$ cat src/rtl/control_sequencer.sv
`default_nettype none
// ============================================================================
//  Module   : control_sequencer
//  Purpose  : Hard-wired control unit. Walks fetch (T0..T2) and execute
//             (T3..T6) states and decodes per-state strobes from the state
//             register and the instruction register.
//  Revision : 1.0  initial release
// ============================================================================
module control_sequencer (
    input  logic        clk,
    input  logic        clr,
    input  logic [31:0] IR,
    input  logic        Stop,
    output logic [15:0] Rin,
    output logic [15:0] Rout,
    output logic        PCout,
    output logic        PCin,
    output logic        IncPC,
    output logic        MARin,
    output logic        MDRin,
    output logic        MDRout,
    output logic        IRin,
    output logic        Read,
    output logic        Yin,
    output logic        Zhighin,
    output logic        Zlowin,
    output logic        Zhighout,
    output logic        Zlowout,
    output logic        HIin,
    output logic        LOin,
    output logic [4:0]  ALUopcode,
    output logic        Run,
    output logic        Illegal
);

    localparam logic [3:0] c_ST_RESET = 4'd0;
    localparam logic [3:0] c_ST_T0    = 4'd1;
    localparam logic [3:0] c_ST_T1    = 4'd2;
    localparam logic [3:0] c_ST_T2    = 4'd3;
    localparam logic [3:0] c_ST_T3    = 4'd4;
    localparam logic [3:0] c_ST_T4    = 4'd5;
    localparam logic [3:0] c_ST_T5    = 4'd6;
    localparam logic [3:0] c_ST_T6    = 4'd7;
    localparam logic [3:0] c_ST_HALT  = 4'd8;

    localparam logic [4:0] c_OP_ALU_FIRST = 5'b00011;
    localparam logic [4:0] c_OP_ALU_LAST  = 5'b01011;
    localparam logic [4:0] c_OP_MUL       = 5'b01111;
    localparam logic [4:0] c_OP_DIV       = 5'b10000;
    localparam logic [4:0] c_OP_HALT      = 5'b11011;

    logic [3:0] r_state;
    logic [3:0] w_next_state;
    logic       r_illegal;

    logic [4:0] w_op;
    logic [3:0] w_ra;
    logic [3:0] w_rb;
    logic [3:0] w_rc;
    logic       w_is_alu;
    logic       w_is_muldiv;
    logic       w_is_halt;
    logic       w_set_illegal;
    logic       w_unused_ir;

    assign w_op = IR[31:27];
    assign w_ra = IR[26:23];
    assign w_rb = IR[22:19];
    assign w_rc = IR[18:15];
    // Low immediate bits carry no control information.
    assign w_unused_ir = ^IR[14:0];

    assign w_is_alu      = (w_op >= c_OP_ALU_FIRST) && (w_op <= c_OP_ALU_LAST);
    assign w_is_muldiv   = (w_op == c_OP_MUL) || (w_op == c_OP_DIV);
    assign w_is_halt     = (w_op == c_OP_HALT);
    // Opcode is only trusted from T3; unknown opcodes trap there.
    assign w_set_illegal = (r_state == c_ST_T3) && !w_is_alu && !w_is_muldiv && !w_is_halt;

    assign Illegal = r_illegal;

    // State register and sticky illegal flag; clr overrides everything.
    always_ff @(posedge clk) begin
        if (clr) begin
            r_state   <= c_ST_RESET;
            r_illegal <= 1'b0;
        end else begin
            r_state <= w_next_state;
            if (w_set_illegal) begin
                r_illegal <= 1'b1;
            end
        end
    end

    // Next-state: linear fetch, opcode branch at T3, Stop sampled at the last execute state.
    always_comb begin
        w_next_state = r_state;
        case (r_state)
            c_ST_RESET: w_next_state = c_ST_T0;
            c_ST_T0:    w_next_state = c_ST_T1;
            c_ST_T1:    w_next_state = c_ST_T2;
            c_ST_T2:    w_next_state = c_ST_T3;
            c_ST_T3:    w_next_state = (w_is_alu || w_is_muldiv) ? c_ST_T4 : c_ST_HALT;
            c_ST_T4:    w_next_state = c_ST_T5;
            c_ST_T5: begin
                if (w_is_muldiv) begin
                    w_next_state = c_ST_T6;
                end else begin
                    w_next_state = Stop ? c_ST_HALT : c_ST_T0;
                end
            end
            c_ST_T6:    w_next_state = Stop ? c_ST_HALT : c_ST_T0;
            c_ST_HALT:  w_next_state = c_ST_HALT;
            default:    w_next_state = c_ST_RESET;
        endcase
    end

    // Moore output decode from state and (from T3 on) instruction fields.
    always_comb begin
        Rin       = 16'h0000;
        Rout      = 16'h0000;
        PCout     = 1'b0;
        PCin      = 1'b0;
        IncPC     = 1'b0;
        MARin     = 1'b0;
        MDRin     = 1'b0;
        MDRout    = 1'b0;
        IRin      = 1'b0;
        Read      = 1'b0;
        Yin       = 1'b0;
        Zhighin   = 1'b0;
        Zlowin    = 1'b0;
        Zhighout  = 1'b0;
        Zlowout   = 1'b0;
        HIin      = 1'b0;
        LOin      = 1'b0;
        ALUopcode = 5'b00000;
        Run       = 1'b0;
        case (r_state)
            c_ST_T0: begin
                Run     = 1'b1;
                PCout   = 1'b1;
                MARin   = 1'b1;
                IncPC   = 1'b1;
                Zhighin = 1'b1;
                Zlowin  = 1'b1;
            end
            c_ST_T1: begin
                Run     = 1'b1;
                Zlowout = 1'b1;
                PCin    = 1'b1;
                Read    = 1'b1;
                MDRin   = 1'b1;
            end
            c_ST_T2: begin
                Run    = 1'b1;
                MDRout = 1'b1;
                IRin   = 1'b1;
            end
            c_ST_T3: begin
                Run = 1'b1;
                if (w_is_alu) begin
                    Rout = 16'h0001 << w_rb;
                    Yin  = 1'b1;
                end else if (w_is_muldiv) begin
                    Rout = 16'h0001 << w_ra;
                    Yin  = 1'b1;
                end
            end
            c_ST_T4: begin
                Run = 1'b1;
                if (w_is_alu || w_is_muldiv) begin
                    Rout      = 16'h0001 << (w_is_alu ? w_rc : w_rb);
                    ALUopcode = w_op;
                    Zhighin   = 1'b1;
                    Zlowin    = 1'b1;
                end
            end
            c_ST_T5: begin
                Run = 1'b1;
                if (w_is_alu) begin
                    Zlowout = 1'b1;
                    Rin     = 16'h0001 << w_ra;
                end else if (w_is_muldiv) begin
                    Zlowout = 1'b1;
                    LOin    = 1'b1;
                end
            end
            c_ST_T6: begin
                Run = 1'b1;
                if (w_is_muldiv) begin
                    Zhighout = 1'b1;
                    HIin     = 1'b1;
                end
            end
            default: begin
                Run = 1'b0;
            end
        endcase
    end

endmodule
`default_nettype wire

$ cat config.mk
export PLATFORM = sky130hd
export DESIGN_NAME = control_sequencer
export DESIGN_NICKNAME = d
export VERILOG_FILES = /design/src/rtl/control_sequencer.sv
export SDC_FILE = /design/constraint.sdc
export NUM_CORES = 1
export LEC_CHECK = 0
export BUFFER_PORTS_ARGS = -buffer_cell sky130_fd_sc_hd__buf_2
export CORE_MARGIN = 4
export CORE_UTILIZATION = 44
export DETAILED_ROUTE_END_ITERATION = 10
export PLACE_DENSITY_LB_ADDON = 0.15
export SYNTH_ARGS = -nofsm -noshare
export SYNTH_HDL_FRONTEND = slang
export SYNTH_SLANG_ARGS = --single-unit
$ cat constraint.sdc
create_clock -name clk -period 3.85 [get_ports clk]
set_input_delay 0.385 -clock clk [delete_from_list [all_inputs] [get_ports clk]]
set_output_delay 0.385 -clock clk [all_outputs]
set_load 0.05 [all_outputs]
=== Word level (Yosys, flattened, before mapping) ===
Cells that the tools add are included.

* Register bits after elaboration: 5
* Input bits: 35
* Logic and storage cells: 55
* Output and inout port bits: 54

* Reductions and logical operators: 11
* Muxes and demuxes: 26
* Equality and inequality tests: 11
* Shift operators: 3
* Magnitude comparators: 2

{| class="wikitable"
|+ Operator list
! cell !! count
|-
| 16-bit two-way mux || 5
|-
| 1-bit by 4-bit << shifter with 16-bit output (first input constant) || 3
|-
| 4-bit case mux with 9 select lines || 1
|-
| 16-bit case mux with 2 select lines || 1
|-
| 4-bit by 3-bit equality test with 1-bit output (second input constant) || 4
|-
| 4-bit two-way mux || 4
|-
| 1-bit two-way mux || 11
|-
| 5-bit equality test (second input constant) || 2
|-
| 5-bit two-way mux || 2
|-
| 4-bit by 2-bit equality test with 1-bit output (second input constant) || 2
|-
| 7-bit OR reduction || 1
|-
| 5-bit by 4-bit equality test with 1-bit output (second input constant) || 1
|-
| 5-bit by 2-bit >= comparator with 1-bit output (second input constant) || 1
|-
| 5-bit by 4-bit <= comparator with 1-bit output (second input constant) || 1
|-
| 4-bit by 1-bit equality test with 1-bit output (second input constant) || 1
|-
| 4-bit equality test (second input constant) || 1
|-
| 1-bit logical AND || 4
|-
| 4-bit logical NOT || 1
|-
| 1-bit case mux with 2 select lines || 2
|-
| 1-bit logical NOT || 3
|-
| 1-bit logical OR || 2
|}

=== Depth between registers and ports, before layout ===
* Depth in word-level cells: 6
* Depth in mapped cells: 7
* Mapped depth without buffers: 5

=== Least setup slack after synthesis ===
OpenSTA, ideal clock, no wires.

* Kind: register to output
* From: register r_state[0]
* To: output Zlowin
* Data arrival time: 2.779 ns
* Data required time: 3.465 ns
* Path buffers: 2
* Stages on the path, launching flop included: 6
* Path slack: 0.686 ns
* Cell sequence: dfxtp_1 > buf_2 > nor2b_1 > nor3b_1 > or2_1 > buf_4

* Longest elaborated chain between the ends: 2
* Elaborated cells between the ends (all ways): 3
* Those cells by class: 2 x eq/ne; 1 x mux

{| class="wikitable"
|+ Ends and longest elaborated chain
! what !! RTL line !! source
|-
| start, declared || 52 || <nowiki>logic [3:0] r_state;</nowiki>
|-
| start signal, assigned || 84 || <nowiki>r_state <= c_ST_RESET;</nowiki>
|-
| start signal, assigned || 87 || <nowiki>r_state <= w_next_state;</nowiki>
|-
| 4-bit by 3-bit equality test with 1-bit output / 4-bit by 1-bit equality test with 1-bit output (equally long branches) || - ||
|-
| 1-bit case mux with 2 select lines (*) || - ||
|-
| end, declared || 26 || <nowiki>output logic Zlowin,</nowiki>
|}

Mark *: on every way between the ends. The rest lies on a longest branch, timed or not.

=== Final worst setup path ===
* From: register r_state[2]
* To: output Rout[4]

* Longest elaborated chain between the ends: 2
* Elaborated cells between the ends (all ways): 3
* Those cells by class: 2 x eq/ne; 1 x mux

{| class="wikitable"
|+ Ends and longest elaborated chain
! what !! RTL line !! source
|-
| 4-bit by 3-bit equality test with 1-bit output || 138 || <nowiki>case (r_state)</nowiki>
|-
| 16-bit case mux with 2 select lines (*) || 138 ||
|-
| end, declared || 15 || <nowiki>output logic [15:0] Rout,</nowiki>
|}

Marks and branches as above.

==> impl_metrics.tcl <==
set metrics [dict create \
    outcome "finished, final reports clean" \
    hold_viol_final 0 \
    grt_setup_unrepaired "no" \
    cpMaxStageDelayCell "dfxtp_1" \
    hold_start "clr" \
    max_stage_delay_ns 0.53 \
    synth_area_leaders "nor2_1, dfxtp_1, o221ai_1" \
    post_drt_via_cell_ratio 5.69 \
    slew_viol_final 0 \
    finalSetupViolCount 0 \
    ys.warnings.count 0 \
    ir_drop_v 0.000231 \
    worstPathRequired_ns 3.46 \
    hold_path.class "in2reg" \
    fin_worst_skew_ns 0.000413 \
    setup.worst_path.class "reg2out" \
    dieArea_sq_um 3670 \
    max_freq_ghz 0.363 \
    synth_edf_count 0 \
    reg2reg_to "r_state[0]" \
    reg2reg_from "r_state[2]" \
    die_height_um 60.6 \
    placed_cells 285 \
    root_buffer "clkbuf_4" \
    power_density_nw_per_um2 198 \
    postCtsSetupBuffers 0 \
    fin_crit_ns 2.75 \
    grt_antenna_before_repair 0 \
    cts_buffers 3 \
    die_x_um 60.6 \
    path_delay_family "simple AND/OR/NAND/NOR gates" \
    syn_avg_cell_area_sq_um 6.08 \
    dr_total_vias 1644 \
    worstSetupEndpointType "primary output" \
    core_area_sq_um 2540 \
    wl_mm 3.92 \
    path_buf_inv 1 \
    grt_pass1_wl_mm 6.12 \
    clk_latency_ns 0.23 \
    netlist_top_cells_count "nor2_1, nand2_1, nand3_1" \
    syn_to_final_growth_pct 27.0 \
    synth_nets 235 \
    cts_num_sinks 5 \
    rrSetupSlack_ns 2.14 \
    setup_tns_ns 0 \
    cts_tree "yes" \
    ioPinCount 89 \
    cap_violations 0 \
    worstMarginPinSlew_ns 0.859 \
    period_share_pct 71.5 \
    finalWeightedCongestion 0.896 \
    postRouteAntennaNets 0 \
    p_leak_nw 0.756 \
    post_layout_nonfiller_instances 289 \
    crit_path_cell_trace "nand2b_1 > or3_1 > nor4_2 > a22oi_1 > nand2_1 > buf_2" \
    slew_headroom_pct 42.8 \
    yosysTopAreaCellShare_pct 9.26 \
    drc 0 \
    diodes 0 \
    drt_iter0_drc 127 \
    dp_hpwl_mm 3.13 \
    place_area_sq_um 1520 \
    postLayoutCoreUtil_pct 60.7 \
    whs_ns 0.372 \
    ys_async_sr_fraction_pct 0 \
    numPortBuffers 73 \
    synth_seq_cells 5 \
    final_nets 295 \
    synth.cell_area_sq_um 1220 \
    min_delay_path_depth 2 \
    row_count 18 \
    gr-total-overflow 0 \
    synth-seq-area-share_pct 8.23 \
    holdBufCountCts 0 \
    drt_pass1_iterations 4 \
    first_global_vias 1401 \
    reg2reg_depth 5 \
    clock_path_buffers 2 \
    regArea_sq_um 100 \
    htree_levels 1 \
    synth_cell_types 44 \
    multi_input_area_sq_um 985 \
    final_layout_size_suffix_gt1_share_pct 32.4 \
    grt_usage_pct 20.5 \
    min_to "Illegal" \
    post_cts_resized 0 \
    wire_per_inst_um 13.6 \
    yosysTopAreaCell "nor2_1" \
    synth.most_common_cell "nor2_1" \
    clk_pin_slew_worst_paths_ns 0.04 \
    start_kind "register" \
    path_max_fanout 12 \
    finish.instance_area_sq_um 1540 \
    n_fill_cell 268 \
    synth_ff_type "dfxtp_1" \
    grt_max_degree 17 \
    critPathArrivalTime_ns 2.37 \
    netlist_instances 200 \
    start_util_pct 47.8 \
]
==> registers in the layout, indices dropped and copies added, names as in the netlist <==
name,count
Illegal,1
r_state,4
==> routing by layer <==
layer	share of wire [%]	vias up	global-route usage (%)
li1	-	841	-
met1	41	738	26.5
met2	52	65	37.3
met3	6.9	0	1.06
met4	0	0	4.95
met5	0	-	0
==> layout by cell type (no fill, tap or decap), drive strengths merged, types with 4 or more instances in the layout <==
cell type,synthesis,routed
a21oi,4,4
and2,5,5
and3,6,6
buf,13,74
clkbuf,6,4
dfxtp,5,5
inv,5,5
nand2,20,20
nand2b,9,9
nand3,14,14
nor2,30,30
nor2b,10,10
nor3,13,13
nor3b,5,5
o21ai,10,10
o221ai,11,11
o22ai,4,4
or2,4,4
==> kinds of logic after synthesis <==
family,synth area share [%]
simple gates,52.9
compound gates,27.4
buf+inv,10.8
flops,8.23
xor+xnor,0.720
==> cell type report <==
type	instances	share of cell area (%)
inverter	6	1.46
sequential	5	6.48
tap	30	2.43
multi-input combinational	170	63.8
timing repair buffer	74	24.1
clock buffer	4	1.70
==> worst register-to-register path, delay by kind of cell (launching register included) <==
family | cells | cell delay [ns]
buffers and inverters | 1 | 0.14
DFF | 1 | 0.53
and+or+nand+nor | 2 | 0.61
AOI/OAI and AO/OA | 2 | 0.34
==> per-stage QoR <==
| step | power [mW] | setup slack [ns] |
|---|---|---|
| floorplan | 0.212 | 0.686 |
| global placement | 0.244 | 1.29 |
| detailed placement | 0.245 | 1.29 |
| CTS | 0.306 | 1.11 |
| global route | 0.330 | 0.886 |
| finish | 0.305 | 1.10 |
==> report_power, final <==
| part | leakage, nW | internal, mW | switching (mW) |
|---|---|---|---|
| Sequential | 0.0409 | 0.0563 | 0.00978 |
| Clock | 0.0150 | 0.0391 | 0.0197 |
| Combinational | 0.701 | 0.0478 | 0.133 |
| Total | 0.756 | 0.143 | 0.162 |
==> worst max path at each step <==
stage                          start       to  cells past startpoint
after floorplan           r_state[0]   Zlowin                      5
after CTS                 r_state[2]  Rout[4]                      6
after detailed placement      IR[30]   Zlowin                      7
final                     r_state[2]  Rout[4]                      6
after global placement        IR[30]  Zhighin                      7
after global routing      r_state[2]  Rout[4]                      6
Power figures use the tool's default switching activity.
